<file path="src/rtl/ascon_pack.sv">
// Shared types and helpers for the Ascon permutation engine: state layout,
// round constants, round counts and the engine FSM encoding.
package ascon_pack;

  localparam int ROUNDS_A = 12;
  localparam int ROUNDS_B = 6;

  // x0 occupies the most significant 64 bits of the flat 320-bit state.
  typedef struct packed {
    logic [63:0] x0;
    logic [63:0] x1;
    logic [63:0] x2;
    logic [63:0] x3;
    logic [63:0] x4;
  } type_state;

  typedef enum logic {
    FSM_IDLE = 1'b0,
    FSM_RUN  = 1'b1
  } engine_fsm_t;

  // Round constant for index 0..11, added into the low byte of x2.
  function automatic logic [63:0] round_const(input logic [3:0] idx);
    logic [3:0] hi;
    hi = 4'hF - idx;
    return {56'd0, hi, idx};
  endfunction

  function automatic logic [63:0] rotr(input logic [63:0] x, input int n);
    return (x >> n) | (x << (64 - n));
  endfunction

endpackage

</file>
<file path="src/rtl/permutation_round.sv">
// One combinational Ascon round: constant addition, bitsliced S-box layer
// and linear diffusion layer.
module permutation_round
  import ascon_pack::*;
(
  input  type_state  state_i,
  input  logic [3:0] round_i,
  output type_state  state_o
);

  logic [63:0] a0, a1, a2, a3, a4;
  logic [63:0] t0, t1, t2, t3, t4;
  logic [63:0] b0, b1, b2, b3, b4;
  logic [63:0] s0, s1, s2, s3, s4;

  always_comb begin
    // Constant addition folded into the S-box input XOR network.
    a0 = state_i.x0 ^ state_i.x4;
    a1 = state_i.x1;
    a2 = state_i.x2 ^ round_const(round_i) ^ state_i.x1;
    a3 = state_i.x3;
    a4 = state_i.x4 ^ state_i.x3;

    t0 = ~a0 & a1;
    t1 = ~a1 & a2;
    t2 = ~a2 & a3;
    t3 = ~a3 & a4;
    t4 = ~a4 & a0;

    b0 = a0 ^ t1;
    b1 = a1 ^ t2;
    b2 = a2 ^ t3;
    b3 = a3 ^ t4;
    b4 = a4 ^ t0;

    s0 = b0 ^ b4;
    s1 = b1 ^ b0;
    s2 = ~b2;
    s3 = b3 ^ b2;
    s4 = b4;

    state_o.x0 = s0 ^ rotr(s0, 19) ^ rotr(s0, 28);
    state_o.x1 = s1 ^ rotr(s1, 61) ^ rotr(s1, 39);
    state_o.x2 = s2 ^ rotr(s2, 1)  ^ rotr(s2, 6);
    state_o.x3 = s3 ^ rotr(s3, 10) ^ rotr(s3, 17);
    state_o.x4 = s4 ^ rotr(s4, 7)  ^ rotr(s4, 41);
  end

endmodule

</file>
<file path="src/rtl/permutation_engine.sv">
// Self-sequencing Ascon p^a / p^b engine computing UNROLL rounds per clock.
// Optional begin/end XOR logic is built only when PERMUTATION_XOR_EN is defined.
module permutation_engine
  import ascon_pack::*;
#(
  parameter int UNROLL = 1
) (
  input  logic          clock_i,
  input  logic          resetb_i,
  input  logic          start_i,
  input  logic          mode_i,
  input  type_state     state_i,
  input  logic          xor_begin_i,
  input  logic [63:0]   data_i,
  input  logic          xor_end_i,
  input  logic [127:0]  key_i,
  output type_state     state_o,
  output logic          ready_o,
  output logic          done_o,
  output logic [3:0]    round_o,
  output engine_fsm_t   fsm_state_o
);

  if (UNROLL != 1 && UNROLL != 2 && UNROLL != 3 && UNROLL != 6) begin : g_bad_unroll
    $error("permutation_engine: UNROLL must be 1, 2, 3 or 6");
  end

  // Handshake: start_i is taken on a rising edge only while ready_o is high
  // (including the done cycle); done_o is high for exactly the one cycle in
  // which state_o first carries the finished result.

  engine_fsm_t fsm_q, fsm_d;
  type_state   state_q;
  logic [3:0]  cnt_q;
  logic        done_q;

  logic        accept;
  logic        step;
  logic        last_step;
  logic [3:0]  base_idx;
  type_state   chain_in;
  type_state   chain_out;
  type_state   result;

  assign accept    = (fsm_q == FSM_IDLE) && start_i;
  assign step      = accept || (fsm_q == FSM_RUN);
  assign base_idx  = (fsm_q == FSM_RUN) ? cnt_q :
                     (mode_i ? 4'(ROUNDS_A - ROUNDS_B) : 4'd0);
  assign last_step = (base_idx + 4'(UNROLL)) == 4'(ROUNDS_A);

`ifdef PERMUTATION_XOR_EN
  logic xor_end_q;
  logic xor_end_eff;
  // A start that finishes on its own edge has no latched flag yet.
  assign xor_end_eff = (fsm_q == FSM_IDLE) ? xor_end_i : xor_end_q;
`else
  logic unused_xor_inputs;
  assign unused_xor_inputs = ^{xor_begin_i, data_i, xor_end_i, key_i};
`endif

  always_comb begin
    chain_in = state_q;
    if (fsm_q == FSM_IDLE) begin
      chain_in = state_i;
`ifdef PERMUTATION_XOR_EN
      if (xor_begin_i) chain_in.x0 = state_i.x0 ^ data_i;
`endif
    end
  end

  for (genvar j = 0; j < UNROLL; j++) begin : g_round
    type_state rin;
    type_state rout;
    if (j == 0) begin : g_first
      assign rin = chain_in;
    end else begin : g_next
      assign rin = g_round[j-1].rout;
    end
    permutation_round u_round (
      .state_i (rin),
      .round_i (base_idx + 4'(j)),
      .state_o (rout)
    );
  end

  assign chain_out = g_round[UNROLL-1].rout;

  always_comb begin
    result = chain_out;
`ifdef PERMUTATION_XOR_EN
    if (last_step && xor_end_eff) begin
      result.x3 = chain_out.x3 ^ key_i[127:64];
      result.x4 = chain_out.x4 ^ key_i[63:0];
    end
`endif
  end

  // FSM state register
  always_ff @(posedge clock_i or negedge resetb_i) begin
    if (!resetb_i) fsm_q <= FSM_IDLE;
    else           fsm_q <= fsm_d;
  end

  // FSM next-state logic
  always_comb begin
    fsm_d = fsm_q;
    case (fsm_q)
      FSM_IDLE: if (accept && !last_step) fsm_d = FSM_RUN;
      FSM_RUN:  if (last_step)            fsm_d = FSM_IDLE;
      default:                            fsm_d = FSM_IDLE;
    endcase
  end

  // FSM outputs
  always_comb begin
    ready_o     = (fsm_q == FSM_IDLE);
    fsm_state_o = fsm_q;
  end

  always_ff @(posedge clock_i or negedge resetb_i) begin
    if (!resetb_i) begin
      state_q   <= '0;
      cnt_q     <= 4'd0;
      done_q    <= 1'b0;
`ifdef PERMUTATION_XOR_EN
      xor_end_q <= 1'b0;
`endif
    end else begin
      done_q <= step && last_step;
      if (step) begin
        state_q <= result;
        cnt_q   <= base_idx + 4'(UNROLL);
      end
`ifdef PERMUTATION_XOR_EN
      if (accept) xor_end_q <= xor_end_i;
`endif
    end
  end

  assign state_o = state_q;
  assign done_o  = done_q;
  assign round_o = cnt_q;

endmodule

</file>
<file path="config.mk">
export PLATFORM = sky130hd
export DESIGN_NAME = permutation_engine
export DESIGN_NICKNAME = d
export VERILOG_FILES = /design/src/rtl/ascon_pack.sv /design/src/rtl/permutation_round.sv /design/src/rtl/permutation_engine.sv
export SDC_FILE = /design/constraint.sdc
export NUM_CORES = 1
export LEC_CHECK = 0
export CAP_MARGIN = 10
export CORE_AREA = 2 2 325 327
export CTS_CLUSTER_DIAMETER = 30
export DETAILED_ROUTE_END_ITERATION = 8
export DIE_AREA = 0 0 327 329
export PLACE_DENSITY = 0.54
export SLEW_MARGIN = 10
export SYNTH_ARGS = -nofsm -noshare
export SYNTH_HDL_FRONTEND = slang
export SYNTH_SLANG_ARGS = --single-unit
</file>
<file path="constraint.sdc">
create_clock -name clock_i -period 3.2 [get_ports clock_i]
set_input_delay 0.96 -clock clock_i [delete_from_list [all_inputs] [get_ports clock_i]]
set_output_delay 0.96 -clock clock_i [all_outputs]
set_load 0.005 [all_outputs]
</file>
Word level (Yosys, flattened, before mapping)
Index checks and enable logic that the tools add are counted.

word-level totals
  register bits = 326
  input port bits = 518

cells by class
  add/subtract/negate cells = 2
  eq/ne operators = 1
  multiplexer cells = 6
  bitwise logic cells = 44
  reduce and logical (&&, ||, !) cells = 5

operators with widths
  operator                                      number
  bitwise XOR 64 bit                            21
  NOT 64 bit                                    6
  AND 64 bit                                    5
  2-to-1 mux 320 bit                            1
  OR 23 x 64 -> 64 bit                          1
  OR 25 x 64 -> 64 bit                          1
  OR 3 x 64 -> 64 bit                           1
  OR 36 x 64 -> 64 bit                          1
  OR 45 x 64 -> 64 bit                          1
  OR 47 x 64 -> 64 bit                          1
  OR 54 x 64 -> 64 bit                          1
  OR 57 x 64 -> 64 bit                          1
  OR 58 x 64 -> 64 bit                          1
  OR 63 x 64 -> 64 bit                          1
  bitwise XOR 64 x 8 -> 64 bit                  1
  adder 4 x 1 -> 4 bit (second input constant)  1
  equality test 4 bit (second input constant)   1
  2-to-1 mux 4 bit                              1
  subtractor 4 bit (first input constant)       1
  logical AND 1 bit                             3
  2-to-1 mux 3 bit                              1
  2-to-1 mux 1 bit                              2
  case mux 1 bit (2 select lines)               1
  logical NOT 1 bit                             1
  other kinds (2)                               2

Depth between registers and ports, before layout
Gate-level depths: netlist of the first run.

  depth after elaboration = 12
  mapped depth = 13

Hierarchy
From an unflattened synthesis of the first run, not the netlist that was laid out.

unflattened totals
  cell total of the unflattened synthesis = 2,659
  area total of the unflattened synthesis = 32,363.5 µm²

by module, submodules not included
  module              times used  cells each  area an instance (µm²)
  permutation_engine  1           1,062       16,455.8
  permutation_round   1           1,597       15,907.8

Worst setup path before layout of the first run
Ideal clock, no wire load.

  path kind = register -> register
  from = register fsm_q (netlist: fsm_state_o)
  to = register state_q, in the netlist state_o[111]
  arrival time = 3,352 ps
  required time = 3,123 ps
  path slack = -230 ps
  cell stages (with the launch flop) = 13
  path buffers = 5
  period minus slack after synthesis = 3,430 ps
  cell sequence = dfrtp_1 buf_4 buf_2 buf_6 buf_2 buf_1 mux2_2 ha_1 xnor2_1 xnor2_1 xnor2_1 xnor3_1 a21oi_1

on the way
  cells in the longest elaborated chain, start to end = 9
  elaborated cells between the ends (all ways) = 20

RTL lines
  what                             line                       source
  from (decl)                      permutation_engine.sv:32   engine_fsm_t fsm_q, fsm_d;
  from (signal assigned)           permutation_engine.sv:101  else fsm_q <= fsm_d;
  2-to-1 mux 320 bit               permutation_engine.sv:63   if (fsm_q == FSM_IDLE) begin
  bitwise XOR 64 bit               permutation_round.sv:22    a4 = state_i.x4 ^ state_i.x3;
  NOT 64 bit                       permutation_round.sv:28    t4 = ~a4 & a0;
  AND 64 bit                       permutation_round.sv:28
  bitwise XOR 64 bit               permutation_round.sv:33    b3 = a3 ^ t4;
  bitwise XOR 64 bit               permutation_round.sv:39    s3 = b3 ^ b2;
  OR 54 x 64 -> 64 bit             ascon_pack.sv:30           return (x >> n) | (x << (64 - n));
  bitwise XOR 64 bit (2 in a row)  permutation_round.sv:45    state_o.x3 = s3 ^ rotr(s3, 10) ^ rotr(s3, 17);
  to (signal assigned)             permutation_engine.sv:131  state_q <= result;
  to (decl)                        permutation_engine.sv:33   type_state state_q;

Several ways; a longest one is shown, not always the timed one.
A chain may end at the register's enable or synchronous reset.

Worst setup path after layout of the first run
  from = register fsm_q (netlist: fsm_state_o)
  to = output ready_o

on the way
  cells in the longest elaborated chain, start to end = 1

RTL lines
  what       line                       source
  NOT 1 bit  permutation_engine.sv:116  ready_o = (fsm_q == FSM_IDLE);
  to (decl)  permutation_engine.sv:18   output logic ready_o,

No other way between the ends.

==> results of run 1 <==
-- layout make-up --
| cell class | count | area, um^2 | share of cell area |
|---|---|---|---|
| clock buffer | 125 | 2765 | 0.05492 |
| timing repair buffer | 1460 | 13560 | 0.2693 |
| tap | 1391 | 1740 | 0.03457 |
| antenna | 1 | 2.502 | 0.00004970 |
| sequential | 326 | 8162 | 0.1621 |
| clock inverter | 57 | 853.3 | 0.01695 |
| inverter | 5 | 45.04 | 0.0008946 |
| multi-input combinational | 2458 | 23220 | 0.4612 |
-- how the worst max path moves through the flow --
stage	from	to	slack, ps
floorplan	fsm_state_o$_DFF_PN0_	state_o[72]$_DFFE_PN0P_	2
finish	fsm_state_o$_DFF_PN0_	ready_o	-20
CTS	fsm_state_o$_DFF_PN0_	ready_o	-60
global placement	state_i[74]	state_o[74]$_DFFE_PN0P_	-620
detailed placement	state_i[74]	state_o[227]$_DFFE_PN0P_	-630
global route	fsm_state_o$_DFF_PN0_	ready_o	-50
-- cells in the mapped netlist, types with 9 or more instances --
cell type	number	area share
mux2i_2	16	0.0070
o21ai_1	14	0.0022
mux2i_1	236	0.075
buf_4	10	0.0024
o21ai_0	148	0.024
mux2_2	178	0.064
clkbuf_1	71	0.0085
a21oi_1	155	0.025
dfrtp_1	326	0.26
buf_6	9	0.0032
nor2_1	218	0.026
buf_2	20	0.0032
nand2_1	281	0.034
nor2b_1	16	0.0032
ha_1	129	0.051
xor2_1	77	0.021
xnor2_1	693	0.19
xnor3_1	249	0.18
-- state kept, by name (all words and copies together), names as in the netlist --
register,flops
done_o,1
fsm_state_o,1
round_o,4
state_o,320
-- metrics by stage --
step	utilization	hold slack, ps	setup TNS [ps]
floorplan	-	494.3	0
global placement	0.4450	512.7	-46870
detailed placement	0.4450	525.9	-49410
CTS	0.4801	195.9	-57.76
global route	0.4824	227.1	-84.62
finish	0.4824	208.4	-23.01
-- what timing repair did --
action | CTS | global route
hold buffers | 0 | 0
setup endpoints to repair | 9 | 28
pin swaps | 1 | 3
gates cloned | 0 | 1
setup buffers | 1 | 6
gates resized for setup | 7 | 27
-- critical path: cells and delay by family (launching register included) --
kind | cells | cell delay, ps
buffers and inverters | 4 | 1050
DFF | 1 | 480
-- logic make-up (layout without fill, tap and decap cells) --
kind of cell / Yosys count / after routing / synth area share
xor gates and xnor gates: 1029 / 1029 / 0.3990
and+or+nand+nor: 533 / 533 / 0.06607
muxes: 438 / 438 / 0.1516
DFF: 326 / 326 / 0.2593
AOI/OAI and AO/OA: 323 / 323 / 0.05207
adders and majority gates: 135 / 135 / 0.05322
buffers and inverters: 122 / 1647 / 0.01870
other: 0 / 1 / 0
-- metal layers --
| metal | vias to the layer above | track usage | wire length [um] | share of wire |
|---|---|---|---|---|
| li1 | 12837 | - | - | - |
| met1 | 14530 | 0.4445 | 76470 | 0.42 |
| met2 | 1665 | 0.5034 | 78600 | 0.44 |
| met3 | 256 | 0.07859 | 17550 | 0.097 |
| met4 | 10 | 0.1259 | 7458 | 0.041 |
| met5 | - | 0 | 66 | 0.00037 |
==> metrics.csv, run 1 <==
stage,metric,value,unit
outcome,status,finished with violations,
outcome,violations,setup timing,
setup_path,required,2240,ps
final_layout,nFillCells,9728,
timing,fin_crit_sh,1.007,
setup_path,end_kind,primary output,
floorplan,rows,119,
placed_design,hpwl,154100,um
yosys,synth_cells,2906,
cts,path_clk_slew,50,ps
final_layout,final_cell_mix,"buf_4, clkdlybuf4s50_1, xnor2_1",
yosys,seq_area_frac_synth,0.2593,
timing,worst_pin_slew,751.2,ps
drt,drtIter0Drc,2891,
setup_path,reg2reg_from,fsm_state_o$_DFF_PN0_,
placed_design,dpl_cell_area,46450,um^2
timing,rsz0062_at_grt,true,
cts,htree_levels,3,
timing,setup_violations,1,
timing,worst_clock_skew,35.46,ps
placed_design,post-place-cells,5632,
floorplan,io_pins,845,
timing,min_period,3223,ps
yosys,synth_nets,3553,
floorplan,start_util,0.3014,
final_layout,finalNetCount,4997,
drt,vias_per_cell,5.031,
global_route,antenna_found_initial,8,
yosys,yosys.cell_types.count,34,
final_layout,syn_to_final_growth,60.06,%
setup_path,cp_data_arrival_time,2260,ps
timing,slew_viol_final,0,
drt,drc,0,
global_route,grt_pass1_wl,240500,um
floorplan,die_x,327,um
placed_design,dp_slack,-633.1,ps
floorplan,die_h,329,um
timing,hold_viol_final,0,
cts,cts_tree,done,
placed_design,place.gp.congestion,1.004,
setup_path,r2r_slack,20,ps
cts,cts_buffer_depth,3,
drt,dr_total_vias,29298,
drt,detail_route.wl_per_cell,30.94,um
yosys,synth.ff_latch_count,326,
cts,numCtsBuffers,99,
yosys,synth-async-reset-ratio,1.000,
yosys,synth_edf_count,0,
setup_path,worstSetupPathType,reg2out,
global_route,gr-total-overflow,0,
yosys,synthFlopType,dfrtp_1,
drt,ant_nets,0,
global_route,grt_start_max_net_pins,91,
yosys,yosys_warnings,0,
timing,fmax,310.3,MHz
setup_path,rr_endpoint,state_o[241]$_DFFE_PN0P_,
cts,insertion_delay,660,ps
final_layout,drive_gt1_frac,0.2857,
drt,routed_wl,180200,um
final_layout,final_cells,5823,
hold_path,min_path_type,in2async,
setup_path,critPathMostFrequentCell,buf_12,
drt,drt_pre_antenna_iters,5,
setup_path,slowest_stage,dfrtp_4,
timing,timing.slew.headroom,0.4956,
placed_design,portBuffers,650,
setup_path,critPathMaxFanout,28,
job,cap_violations,0,
timing,setup_slack,-23.01,ps
floorplan,core_area,104400,um^2
setup_path,slowest_delay,480,ps
final_layout,final_area,50350,um^2
floorplan,die-area,107600,um^2
global_route,grt_pass1_vias,29029,
final_layout,layout_commonest_cell,buf_4,
setup_path,cp-start-kind,flip-flop,
setup_path,worst_r2r_path_depth,10,
setup_path,path_cells,buf_12 > clkinv_16 > buf_12 > clkdlybuf4s50_1,
cts,clockRootBuffer,clkbuf_16,
yosys,netlist_area,31460,um^2
cts,numClockSinks,326,
global_route,grtUsageTotal,0.3273,
yosys,synth.avg_cell_area,10.82,um^2
Power of run 1 is left out: the tool's default activity adds up to more than one toggle a clock period on the data nets, which glitch-free logic cannot reach.
==> run 2, diff against run 1 <==
--- a/constraint.sdc
+++ b/constraint.sdc
@@ -3,2 +3,2 @@
 set_output_delay 0.96 -clock clock_i [all_outputs]
-set_load 0.005 [all_outputs]
+set_load 0.1 [all_outputs]
==> metrics.csv, run 2 (synthesized netlist as in run 1, its figures left out) <==
stage,metric,value,unit,change
global_route,grtUsageTotal,0.3300,,+0.002730
setup_path,path_cells,buf_12 > buf_12 > mux2i_1 > buf_4 > mux2i_1 > xnor3_1 > buf_4 > xor2_1 > xnor2_2 > o21ai_0,,
floorplan,die_x,327,um,unchanged
placed_design,portBuffers,650,,unchanged
drt,dr_total_vias,29297,,-0.0034%
setup_path,cp-start-kind,flip-flop,,
floorplan,die_h,329,um,unchanged
setup_path,slowest_delay,580,ps,+100 ps
floorplan,core_area,104400,um^2,unchanged
final_layout,syn_to_final_growth,59.46,%,
placed_design,dpl_cell_area,46130,um^2,-0.68%
setup_path,path_delay_family,XOR/XNOR gates,,
cts,cts_buffer_depth,3,,unchanged
cts,holdBufCountCts,0,,unchanged
timing,rsz0062_at_grt,true,,
setup_path,critPathMaxFanout,20,,-29%
global_route,grt_pass1_wl,240800,um,+0.13%
setup_path,required,3700,ps,+1460 ps
timing,setup_violations,3,,+2
cts,numClockSinks,326,,unchanged
hold_path,min_path_type,in2async,,
outcome,status,finished with violations,,
timing,min_period,3234,ps,+11.06 ps
setup_path,cp.buffers_inverters,4,,unchanged
final_layout,final_cell_mix,"buf_4, xnor2_1, dfrtp_1",,
cts,cts_tree,done,,
timing,setup_slack,-34.07,ps,-11.06 ps
drt,drc,0,,unchanged
timing,worst_clock_skew,36.57,ps,+1.111 ps
timing,fmax,309.2,MHz,-0.34%
global_route,gr-total-overflow,0,,unchanged
cts,clockRootBuffer,clkbuf_16,,
floorplan,rows,119,,unchanged
placed_design,place.gp.congestion,1.022,,+1.8%
setup_path,slowest_stage,dfrtp_4,,
global_route,grt_start_max_net_pins,83,,-8.8%
final_layout,finalNetCount,5045,,+0.96%
timing,slew_viol_final,0,,unchanged
timing,worst_pin_slew,728.0,ps,-23.20 ps
job,cap_violations,0,,unchanged
final_layout,largest_reg_flops,320,,unchanged
drt,drtIter0Drc,3017,,+4.4%
final_layout,layout_commonest_cell,buf_4,,
final_layout,final_area,50160,um^2,-0.38%
timing,fin_crit_sh,1.011,,+0.003456
drt,vias_per_cell,4.982,,-0.97%
floorplan,io_pins,845,,unchanged
setup_path,cp_data_arrival_time,3730,ps,+1470 ps
timing,timing.slew.headroom,0.5112,,+0.01557
global_route,grt_pass1_vias,28556,,-1.6%
drt,drt_pre_antenna_iters,5,,unchanged
outcome,violations,setup timing,,
cts,numCtsBuffers,108,,+9.1%
placed_design,hpwl,156900,um,+1.8%
final_layout,drive_gt1_frac,0.3710,,+0.08530
floorplan,die-area,107600,um^2,unchanged
drt,routed_wl,182600,um,+1.3%
cts,path_clk_slew,40,ps,about the same
drt,detail_route.wl_per_cell,31.05,um,+0.35%
setup_path,worstSetupPathType,reg2reg,,
cts,htree_levels,3,,unchanged
cts,insertion_delay,660,ps,about the same
drt,ant_nets,0,,unchanged
global_route,antenna_found_initial,11,,+3
timing,hold_viol_final,0,,unchanged
setup_path,end_kind,flip-flop,,
floorplan,start_util,0.3014,,unchanged
timing,fin_setup_tns,-63.57,ps,-40.56 ps
## run 2: worst paths after layout
path	slack [ps]	start	cells after the start	end
setup / recovery	-30	fsm_state_o$_DFF_PN0_	10	state_o[219]$_DFFE_PN0P_
hold / removal	150	resetb_i	1	state_o[74]$_DFFE_PN0P_
setup reg to reg	-30	fsm_state_o$_DFF_PN0_	10	state_o[219]$_DFFE_PN0P_
hold reg to reg	530	state_o[284]$_DFFE_PN0P_	2	state_o[284]$_DFFE_PN0P_
max in group asynchronous	2240	resetb_i	2	state_o[285]$_DFFE_PN0P_
min in group clock_i	530	state_o[284]$_DFFE_PN0P_	2	state_o[284]$_DFFE_PN0P_
## run 2: cell type report
type | count | area (um^2)
diodes | 4 | 10.01
clock buffers | 135 | 2937
clock inverters | 62 | 800.8
fillers | 9815 | 54220
inverters | 5 | 23.77
multi-input cells | 2458 | 23430
flip-flops and latches | 326 | 8162
well taps | 1391 | 1740
repair buffers | 1499 | 13060
## run 2: per-stage QoR
step	util	hold slack [ps]	setup WS, ps	cells
5_1_grt	0.4805	129.1	-0.6426	5877
6_report	0.4806	145.2	-34.07	5880
4_1_cts	0.4785	110.1	-23.47	5868
2_1_floorplan	-	664.4	3.857	2906
3_3_place_gp	0.4420	516.1	-581.2	5668
3_5_place_dp	0.4420	522.5	-601.8	5668
## run 2: worst register-to-register path, stage by stage (launching register included)
cell and delay (ps):
dfrtp_4 580, buf_12 240, buf_12 250, mux2i_1 250, buf_4 190, mux2i_1 230
xnor3_1 530, buf_4 240, xor2_1 180, xnor2_2 280, o21ai_0 130
## run 2: per-layer routing
metal | track usage | up-vias | wire (um)
met4 | 0.1187 | 10 | 6841
li1 | - | 12976 | -
met2 | 0.5017 | 1502 | 79360
met5 | 0 | - | 56
met3 | 0.09497 | 288 | 19550
met1 | 0.4463 | 14521 | 76750
## run 2: timing repair
item,in CTS,in global routing
buffers inserted,3,6
resized for setup,8,18
setup endpoints to repair,15,39
pin swaps,1,5
gates cloned,0,2
Power of run 2 is left out for the same reason.
